`config.mk`:
```
export PLATFORM = sky130hd
export DESIGN_NAME = ram_arbiter
export DESIGN_NICKNAME = d
export VERILOG_FILES = /design/src/rtl/ram_arbiter_pkg.sv /design/src/rtl/ram_arbiter_rr_grant.sv /design/src/rtl/ram_arbiter.sv
export SDC_FILE = /design/constraint.sdc
export NUM_CORES = 1
export LEC_CHECK = 0
export BUFFER_PORTS_ARGS = -buffer_cell sky130_fd_sc_hd__clkbuf_2
export CAP_MARGIN = 20
export CORE_AREA = 2 2 149 78
export DETAILED_ROUTE_END_ITERATION = 6
export DIE_AREA = 0 0 151 80
export PLACE_DENSITY = 0.87
export SETUP_SLACK_MARGIN = 0.3
export SLEW_MARGIN = 20
export SYNTH_ARGS = -nofsm -noshare
export SYNTH_HDL_FRONTEND = slang
export SYNTH_SLANG_ARGS = --single-unit
```
`constraint.sdc`:
```
create_clock -name clk -period 1.8 [get_ports clk]
set_input_delay 0.18 -clock clk [delete_from_list [all_inputs] [get_ports clk]]
set_output_delay 0.18 -clock clk [all_outputs]
set_load 0.01 [all_outputs]
```
`src/rtl/ram_arbiter_pkg.sv`:
```
// Shared definitions for the two-master data-RAM arbiter: owner encoding,
// pipeline state type and default geometry.
package ram_arbiter_pkg;

   localparam int ADDR_W_DEF   = 10;
   localparam int DATA_W_DEF   = 32;
   localparam int HOLD_MAX_DEF = 4;

   localparam logic [1:0] OWN_NONE = 2'd0;
   localparam logic [1:0] OWN_M0   = 2'd1;
   localparam logic [1:0] OWN_M1   = 2'd2;

   typedef enum logic [1:0] {
      ST_IDLE = OWN_NONE,
      ST_M0   = OWN_M0,
      ST_M1   = OWN_M1
   } own_state_e;

endpackage

```
`src/rtl/ram_arbiter_rr_grant.sv`:
```
// Combinational two-way grant with a saturating streak counter that forces
// master 1 in after HOLD_MAX consecutive master-0 wins under contention.
module ram_arbiter_rr_grant
   import ram_arbiter_pkg::*;
#(
   parameter int HOLD_MAX = HOLD_MAX_DEF
) (
   input  logic clk,
   input  logic rst_n,
   input  logic m0_req,
   input  logic m1_req,
   output logic m0_gnt,
   output logic m1_gnt
);

   localparam logic [3:0] HOLD_LIM = 4'(HOLD_MAX);

   logic [3:0] streak_q;
   logic [3:0] streak_d;
   logic       m1_turn_s;

   // Grant selection and next streak value.
   always_comb begin
      m1_turn_s = (streak_q == HOLD_LIM);
      m0_gnt    = 1'b0;
      m1_gnt    = 1'b0;
      if (!rst_n) begin
         m0_gnt = 1'b0;
         m1_gnt = 1'b0;
      end else if (m0_req && m1_req) begin
         m0_gnt = !m1_turn_s;
         m1_gnt = m1_turn_s;
      end else begin
         m0_gnt = m0_req;
         m1_gnt = m1_req;
      end

      streak_d = streak_q;
      if (m1_gnt || !m1_req) begin
         streak_d = 4'd0;
      end else if (m0_gnt && (streak_q != HOLD_LIM)) begin
         streak_d = streak_q + 4'd1;
      end else begin
         streak_d = streak_q;
      end
   end

   // Streak register.
   always_ff @(posedge clk or negedge rst_n) begin
      if (!rst_n) begin
         streak_q <= 4'd0;
      end else begin
         streak_q <= streak_d;
      end
   end

endmodule

```
`src/rtl/ram_arbiter.sv`:
```
// Shares one single-port data RAM between a priority CPU master and a DMA
// master; registered RAM command, read data returned two cycles after grant.
module ram_arbiter
   import ram_arbiter_pkg::*;
#(
   parameter int ADDR_W   = ADDR_W_DEF,
   parameter int DATA_W   = DATA_W_DEF,
   parameter int HOLD_MAX = HOLD_MAX_DEF
) (
   input  logic              clk,
   input  logic              RSTN,
   input  logic              m0_req,
   input  logic              m0_we,
   input  logic [ADDR_W-1:0] m0_addr,
   input  logic [DATA_W-1:0] m0_wdata,
   output logic              m0_gnt,
   output logic              m0_rvalid,
   output logic [DATA_W-1:0] m0_rdata,
   input  logic              m1_req,
   input  logic              m1_we,
   input  logic [ADDR_W-1:0] m1_addr,
   input  logic [DATA_W-1:0] m1_wdata,
   output logic              m1_gnt,
   output logic              m1_rvalid,
   output logic [DATA_W-1:0] m1_rdata,
   output logic              ram_we,
   output logic [ADDR_W-1:0] ram_addr,
   output logic [DATA_W-1:0] ram_din,
   input  logic [DATA_W-1:0] ram_dout,
   output logic              busy
);

   own_state_e        state_q,     state_d;
   logic              iss_rd_q,    iss_rd_d;
   logic              ram_we_q,    ram_we_d;
   logic [ADDR_W-1:0] ram_addr_q,  ram_addr_d;
   logic [DATA_W-1:0] ram_din_q,   ram_din_d;
   logic              m0_rvalid_q, m0_rvalid_d;
   logic              m1_rvalid_q, m1_rvalid_d;
   logic [DATA_W-1:0] m0_rdata_q,  m0_rdata_d;
   logic [DATA_W-1:0] m1_rdata_q,  m1_rdata_d;
   logic              busy_q,      busy_d;

   ram_arbiter_rr_grant #(
      .HOLD_MAX (HOLD_MAX)
   ) u_grant (
      .clk    (clk),
      .rst_n  (RSTN),
      .m0_req (m0_req),
      .m1_req (m1_req),
      .m0_gnt (m0_gnt),
      .m1_gnt (m1_gnt)
   );

   // Issue-stage command mux and return-stage tagging.
   always_comb begin
      state_d    = ST_IDLE;
      iss_rd_d   = 1'b0;
      ram_we_d   = 1'b0;
      ram_addr_d = ram_addr_q;
      ram_din_d  = ram_din_q;
      if (m0_gnt) begin
         state_d    = ST_M0;
         iss_rd_d   = !m0_we;
         ram_we_d   = m0_we;
         ram_addr_d = m0_addr;
         ram_din_d  = m0_wdata;
      end else if (m1_gnt) begin
         state_d    = ST_M1;
         iss_rd_d   = !m1_we;
         ram_we_d   = m1_we;
         ram_addr_d = m1_addr;
         ram_din_d  = m1_wdata;
      end else begin
         state_d    = ST_IDLE;
         iss_rd_d   = 1'b0;
      end

      // The issue-stage owner tag becomes the return-stage rvalid.
      m0_rvalid_d = iss_rd_q && (state_q == ST_M0);
      m1_rvalid_d = iss_rd_q && (state_q == ST_M1);
      m0_rdata_d  = m0_rvalid_q ? ram_dout : m0_rdata_q;
      m1_rdata_d  = m1_rvalid_q ? ram_dout : m1_rdata_q;
      busy_d      = iss_rd_d || m0_rvalid_d || m1_rvalid_d;
   end

   // Pipeline, owner state and output registers.
   always_ff @(posedge clk or negedge RSTN) begin
      if (!RSTN) begin
         state_q     <= ST_IDLE;
         iss_rd_q    <= 1'b0;
         ram_we_q    <= 1'b0;
         ram_addr_q  <= {ADDR_W{1'b0}};
         ram_din_q   <= {DATA_W{1'b0}};
         m0_rvalid_q <= 1'b0;
         m1_rvalid_q <= 1'b0;
         m0_rdata_q  <= {DATA_W{1'b0}};
         m1_rdata_q  <= {DATA_W{1'b0}};
         busy_q      <= 1'b0;
      end else begin
         state_q     <= state_d;
         iss_rd_q    <= iss_rd_d;
         ram_we_q    <= ram_we_d;
         ram_addr_q  <= ram_addr_d;
         ram_din_q   <= ram_din_d;
         m0_rvalid_q <= m0_rvalid_d;
         m1_rvalid_q <= m1_rvalid_d;
         m0_rdata_q  <= m0_rdata_d;
         m1_rdata_q  <= m1_rdata_d;
         busy_q      <= busy_d;
      end
   end

   assign ram_we    = ram_we_q;
   assign ram_addr  = ram_addr_q;
   assign ram_din   = ram_din_q;
   assign m0_rvalid = m0_rvalid_q;
   assign m1_rvalid = m1_rvalid_q;
   assign busy      = busy_q;
   // Read data is live from the RAM during the rvalid cycle, held afterwards.
   assign m0_rdata  = m0_rvalid_q ? ram_dout : m0_rdata_q;
   assign m1_rdata  = m1_rvalid_q ? ram_dout : m1_rdata_q;

endmodule

```
# == Word-level counts from Yosys, hierarchy flattened ==
# Cells that the tools add are included.
# classes
addsub,1
multipliers,0
div,0
order_cmp,0
n_eq_ne,4
shift,0
mux,18
bitwise_logic,0
n_reduce_logical,13
# ops
op,n
2-to-1 mux 32 bit,4
2-to-1 mux 10 bit,2
2-to-1 mux 1 bit,8
2-to-1 mux 4 bit,2
"adder 4 x 1 -> 4 bit, second input constant",1
"equality test 4 x 3 -> 1 bit, second input constant",1
logical AND 1 bit,4
logical NOT 1 bit,4
2-to-1 mux 2 bit,2
"inequality test 4 x 3 -> 1 bit, second input constant",1
nonzero test 2 bit,2
logical OR 1 bit,3
"equality test 2 x 1 -> 1 bit, second input constant",1
"equality test 2 bit, second input constant",1
# word_totals
ff_bits,117
latch_bits,0
ram_bits,0
rom_bits,0
n_memories,0

# == Longest topological paths before layout ==
# depth
ltp_word,7
depth_mapped,6
ltp_nobuf,6

# == Cells and area by module ==
# Synthesis repeated with hierarchy kept, for this count alone.
# unflattened
cells_unflattened,366
area_unflattened_um2,5129.9
# modules_own_cells
mod,instances,cells_per_inst,area_per_inst_um2,seq_area_each_um2
ram_arbiter,1,335,4854.7,2827.7
ram_arbiter_rr_grant,1,31,275.3,100.1

# == Worst setup path after synthesis ==
# Ideal clock, no wire load.
# synth_timing
kind,flip-flop to flip-flop
startpoint,reg u_grant.streak_q[0]
endpoint,"reg ram_addr_q[0], in the netlist ram_addr[0]"
setup_time_ns,0.126
arrival_ns,1.285
required_time_ns,1.674
path_slack_ns,0.389
stages_incl_launch_ff,7
path_buffers,1
cell_sequence,dfrtp_1 > inv_1 > ha_1 > nand4b_2 > clkbuf_1 > a31oi_1 > a21oi_1
# synth_between
elab_chain_cells,5
word_cells_on_any_way,8
classes_between,1 x eq/ne; 5 x mux; 2 x reduce/logical
# synth_rtl
element,line_no,rtl
"start, declared",ram_arbiter_rr_grant.sv:18,logic [3:0] streak_q;
"start signal, assigned",ram_arbiter_rr_grant.sv:53,streak_q <= streak_d;
equality test 4 x 3 -> 1 bit *,ram_arbiter_rr_grant.sv:24,m1_turn_s = (streak_q == HOLD_LIM);
logical NOT 1 bit,ram_arbiter_rr_grant.sv:31,m0_gnt = !m1_turn_s;
2-to-1 mux 1 bit,ram_arbiter_rr_grant.sv:30,end else if (m0_req && m1_req) begin
2-to-1 mux 1 bit,ram_arbiter_rr_grant.sv:27,if (!rst_n) begin
2-to-1 mux 10 bit / nonzero test 2 bit (equally long branches),--,
"end signal, assigned",ram_arbiter.sv:93,ram_addr_q <= {ADDR_W{1'b0}};
"end signal, assigned",ram_arbiter.sv:104,ram_addr_q <= ram_addr_d;
"end, declared",ram_arbiter.sv:36,"logic [ADDR_W-1:0] ram_addr_q, ram_addr_d;"
# Mark *: on every way between the ends. The rest lies on a longest branch, timed or not.
# A chain may end at the register's enable or synchronous reset.

# == Final worst setup path ==
# layout_timing
startpoint,reg u_grant.streak_q[0]
endpoint,out m1_gnt
# layout_between
elab_chain_cells,3
# layout_rtl
element,line_no,rtl
equality test 4 x 3 -> 1 bit,ram_arbiter_rr_grant.sv:24,
2-to-1 mux 1 bit,ram_arbiter_rr_grant.sv:30,
2-to-1 mux 1 bit,ram_arbiter_rr_grant.sv:27,
"end, declared",ram_arbiter.sv:23,"output logic m1_gnt,"
# Every way passes these cells.

==> results.md <==
* Number of port buffers at 233
* 1st-iter DRT viols at 340
* Worst hold path class: in2reg
* Failing checks: negative hold slack, negative setup slack
* Top cells by area, synth: dfrtp_1 (59%), mux2_2 (14%), a31oi_1 (5.4%)
* Most numerous cell in the Yosys netlist: dfrtp_1
* Num CTS Buffers at 17
* Simple-Gate Fraction of Synth Area at 6.01%
* Critical Path End Type: output port
* Clock transition at path regs at 0.06 ns
* Io pins at 234
* Initial antenna violation count at 0
* Critical Path RT at 1.62 ns
* Final setup vio count at 1
* Multi-input combinational cell area at 2250 µm²
* Post-Synth Adder-Cell Area at 0.505%
* Crit path DAT at 1.67 ns
* Global-route usage over all layers at 23.2%
* First-pass GRT wire length at 21700 µm
* Int Pwr at 7220 µW
* Via count at 4809
* Clk_skew at 0.0127 ns
* Synth warn at 0
* Clk root buf: clkbuf_16
* Placement row count at 27
* Die W at 151 µm
* Drt pass-1 iters at 4
* Initial Util at 46.1%
* Max Cap Viol at 0
* DR vias/cell at 5.60
* Post-synth top flop: dfrtp_1
* Worst setup SP type: flop
* Synth Area in XOR/XNOR at 0%
* Number of global-route vias before repair at 4358
* DRC at 0
* Status: finished, violations left
* Synth unique cells at 35
* Synth top area share at 59.1%
* Routed Antenna Nets at 0
* Share of layout cells above drive strength 1 at 58.5%
* Sequential share of power at 33.6%
* Final critical-path share of the clock period at 103%
* Insertion delay to the later sink of the worst-skew pair at 0.40 ns
* Slew @ Worst Pin at 0.926 ns
* Fin Setup TNS at -0.0492 ns
* Synth async-reset ratio at 100%
* FILL cells at 610
* Pin count of the biggest net entering global routing at 75
* Layout overhead on the synthesized area at 69.9%
* Overall die height at 80 µm
* DIE AREA at 12100 µm²
* Cell area after synthesis at 4950 µm²
* Synth Net Count at 549
* Register cell area after layout at 2930 µm²
* Diode count at 0
* Hold slack at -0.00175 ns
* Sequential area share after synthesis at 59.1%
* Mux contribution to synthesized area at 14.5%
* CTS tree: built
* Worst-path maximum fanout at 4
* Leakage power at 0.00407 µW
* Clock power share at 38.4%
* Sw Share at 27.5%
* Clk sinks at 117
* Post-synth top area cell: dfrtp_1
* Avg Cell Area, Syn at 11.7 µm²
* Top cells by count, synth: dfrtp_1 (117), mux2_2 (60), a21oi_1 (44), nor2_1 (44)
* Aggregate global routing overflow at 0
* Mapped Cells at 425
* Max Clk Rate at 0.541 GHz
* Hold Fails Final Rpt at 1
* Pwr Density at 1180 nW/µm²
* Slew HR at 38.3%
* WL/cell at 22.4 µm
* Min Clock Period, post-route at 1.85 ns
* RSZ-0062 raised after global routing: true
* Final worst slack at -0.0492 ns
* H-tree levels at 4
* Worst-case clock buffer depth at 2
* VDD IR max at 0.000777 V
* Core Box Area at 10700 µm²
* DP HPWL at 9600 µm
* Sw Pwr at 2740 µW
* Total Wirelength at 19200 µm
* GPL Wtd Cong at 0.865
* Synth Area in Compound Gates at 15.6%
* Util after Layout at 78.4%
* Post-synth EDFFs at 0
* NumNets Final at 824
* Final Slew Violations at 0
* Main combinational cell family by area after synthesis: compound AO/OA/AOI/OAI gates
* Yosys reg bits at 117
* Critical path type: reg2out
* Gate power share at 28.0%
repair_timing:
| action | in CTS | in global routing |
|---|---|---|
| pin swaps | 3 | 9 |
| gates cloned | 2 | 14 |
| hold buffers | 3 | 0 |
| endpoints found under the hold margin | 10 | 0 |
| gates resized for setup | 21 | 264 |
| endpoints found under the setup margin | 110 | 109 |
| setup buffers | 5 | 26 |
layout make-up:
type / count / area share, %
multi-input cells: 265 / 26.8
flip-flops and latches: 117 / 34.8
clock buffers: 17 / 5.05
repair buffers: 293 / 28.1
inverters: 6 / 0.268
well taps: 145 / 2.16
clock inverters: 15 / 2.84
placed cells by master (no fill, tap or decap), drive strengths merged:
master,n
nand4,1
clkinv,2
o21ai,44
a211oi,1
o211ai,1
o21a,1
a21o,1
a21oi,44
bufinv,5
ha,2
buf,114
a22o,1
nand4b,1
or4,1
mux2,64
nor2,44
nor2b,1
nand3,1
inv,13
nand2b,2
clkbuf,193
and4b,1
and2,1
o22ai,1
nand3b,1
clkinvlp,1
and2b,1
dlygate4sd3,3
nand2,3
a31oi,43
o221ai,1
dfrtp,117
and3b,3
state kept, by name, summed over array words and instances (netlist names):
signal,cells
ram_din,32
m0_rvalid,1
state_q,2
busy,1
u_grant.streak_q,4
ram_we,1
iss_rd_q,1
m0_rdata_q,32
m1_rvalid,1
ram_addr,10
m1_rdata_q,32
final timing paths:
check | startpoint | end | slack (ns) | depth (start not counted)
max | u_grant.streak_q[0] | m1_gnt | -0.05 | 6
min | m1_wdata[24] | ram_din[24] | -0.002 | 3
max reg2reg | u_grant.streak_q[0] | ram_din[9] | 0.08 | 8
min reg2reg | m1_rdata_q[26] | m1_rdata_q[26] | 0.50 | 1
max in group asynchronous | RSTN | m0_rvalid | 0.85 | 3
min in group asynchronous | RSTN | ram_addr[6] | 0.17 | 2
kinds of logic (layout without fill, tap and decap cells):
family,after synthesis,after routing
flops,117,117
compound gates,138,138
buf+inv,43,331
simple gates,61,61
mux,64,64
fa+ha+maj,2,2
worst max-delay path, stage by stage (launching register included):
cell and delay, ns:
dfrtp_1 0.40, inv_2 0.10, ha_4 0.14, nand3b_1 0.14, a21o_1 0.28, inv_2 0.11
buf_6 0.11
stage by stage:
step / instance area, µm² / power (µW) / hold slack [ns] / worst slack [ns] / instances
3_5_place_dp: 6250 / 5090 / 0.0753 / 0.146 / 776
4_1_cts: 7080 / 8900 / 0.000460 / 0.0474 / 818
2_1_floorplan: 4950 / 4230 / -0.116 / 0.389 / 425
5_1_grt: 8420 / 10300 / 0.00887 / -0.0723 / 858
6_report: 8420 / 9960 / -0.00175 / -0.0492 / 858
3_3_place_gp: 6250 / 4990 / 0.0737 / 0.261 / 776
power groups by stage:
stage | Combinational, µW | Clock (µW) | Sequential (µW)
floorplan | 880 | 0 | 3350
global placement | 1690 | 0 | 3300
detailed placement | 1760 | 0 | 3330
CTS | 1790 | 3820 | 3290
global route | 2950 | 3990 | 3390
finish | 2790 | 3820 | 3350
routing by layer:
metal	part of all wire, %	track usage (%)	vias to the layer above
li1	-	-	2085
met1	41	30.6	2373
met2	47	38.1	306
met3	9.3	5.71	45
met4	2.7	7.29	0
met5	0	0	-
Power figures use the tool's default switching activity.
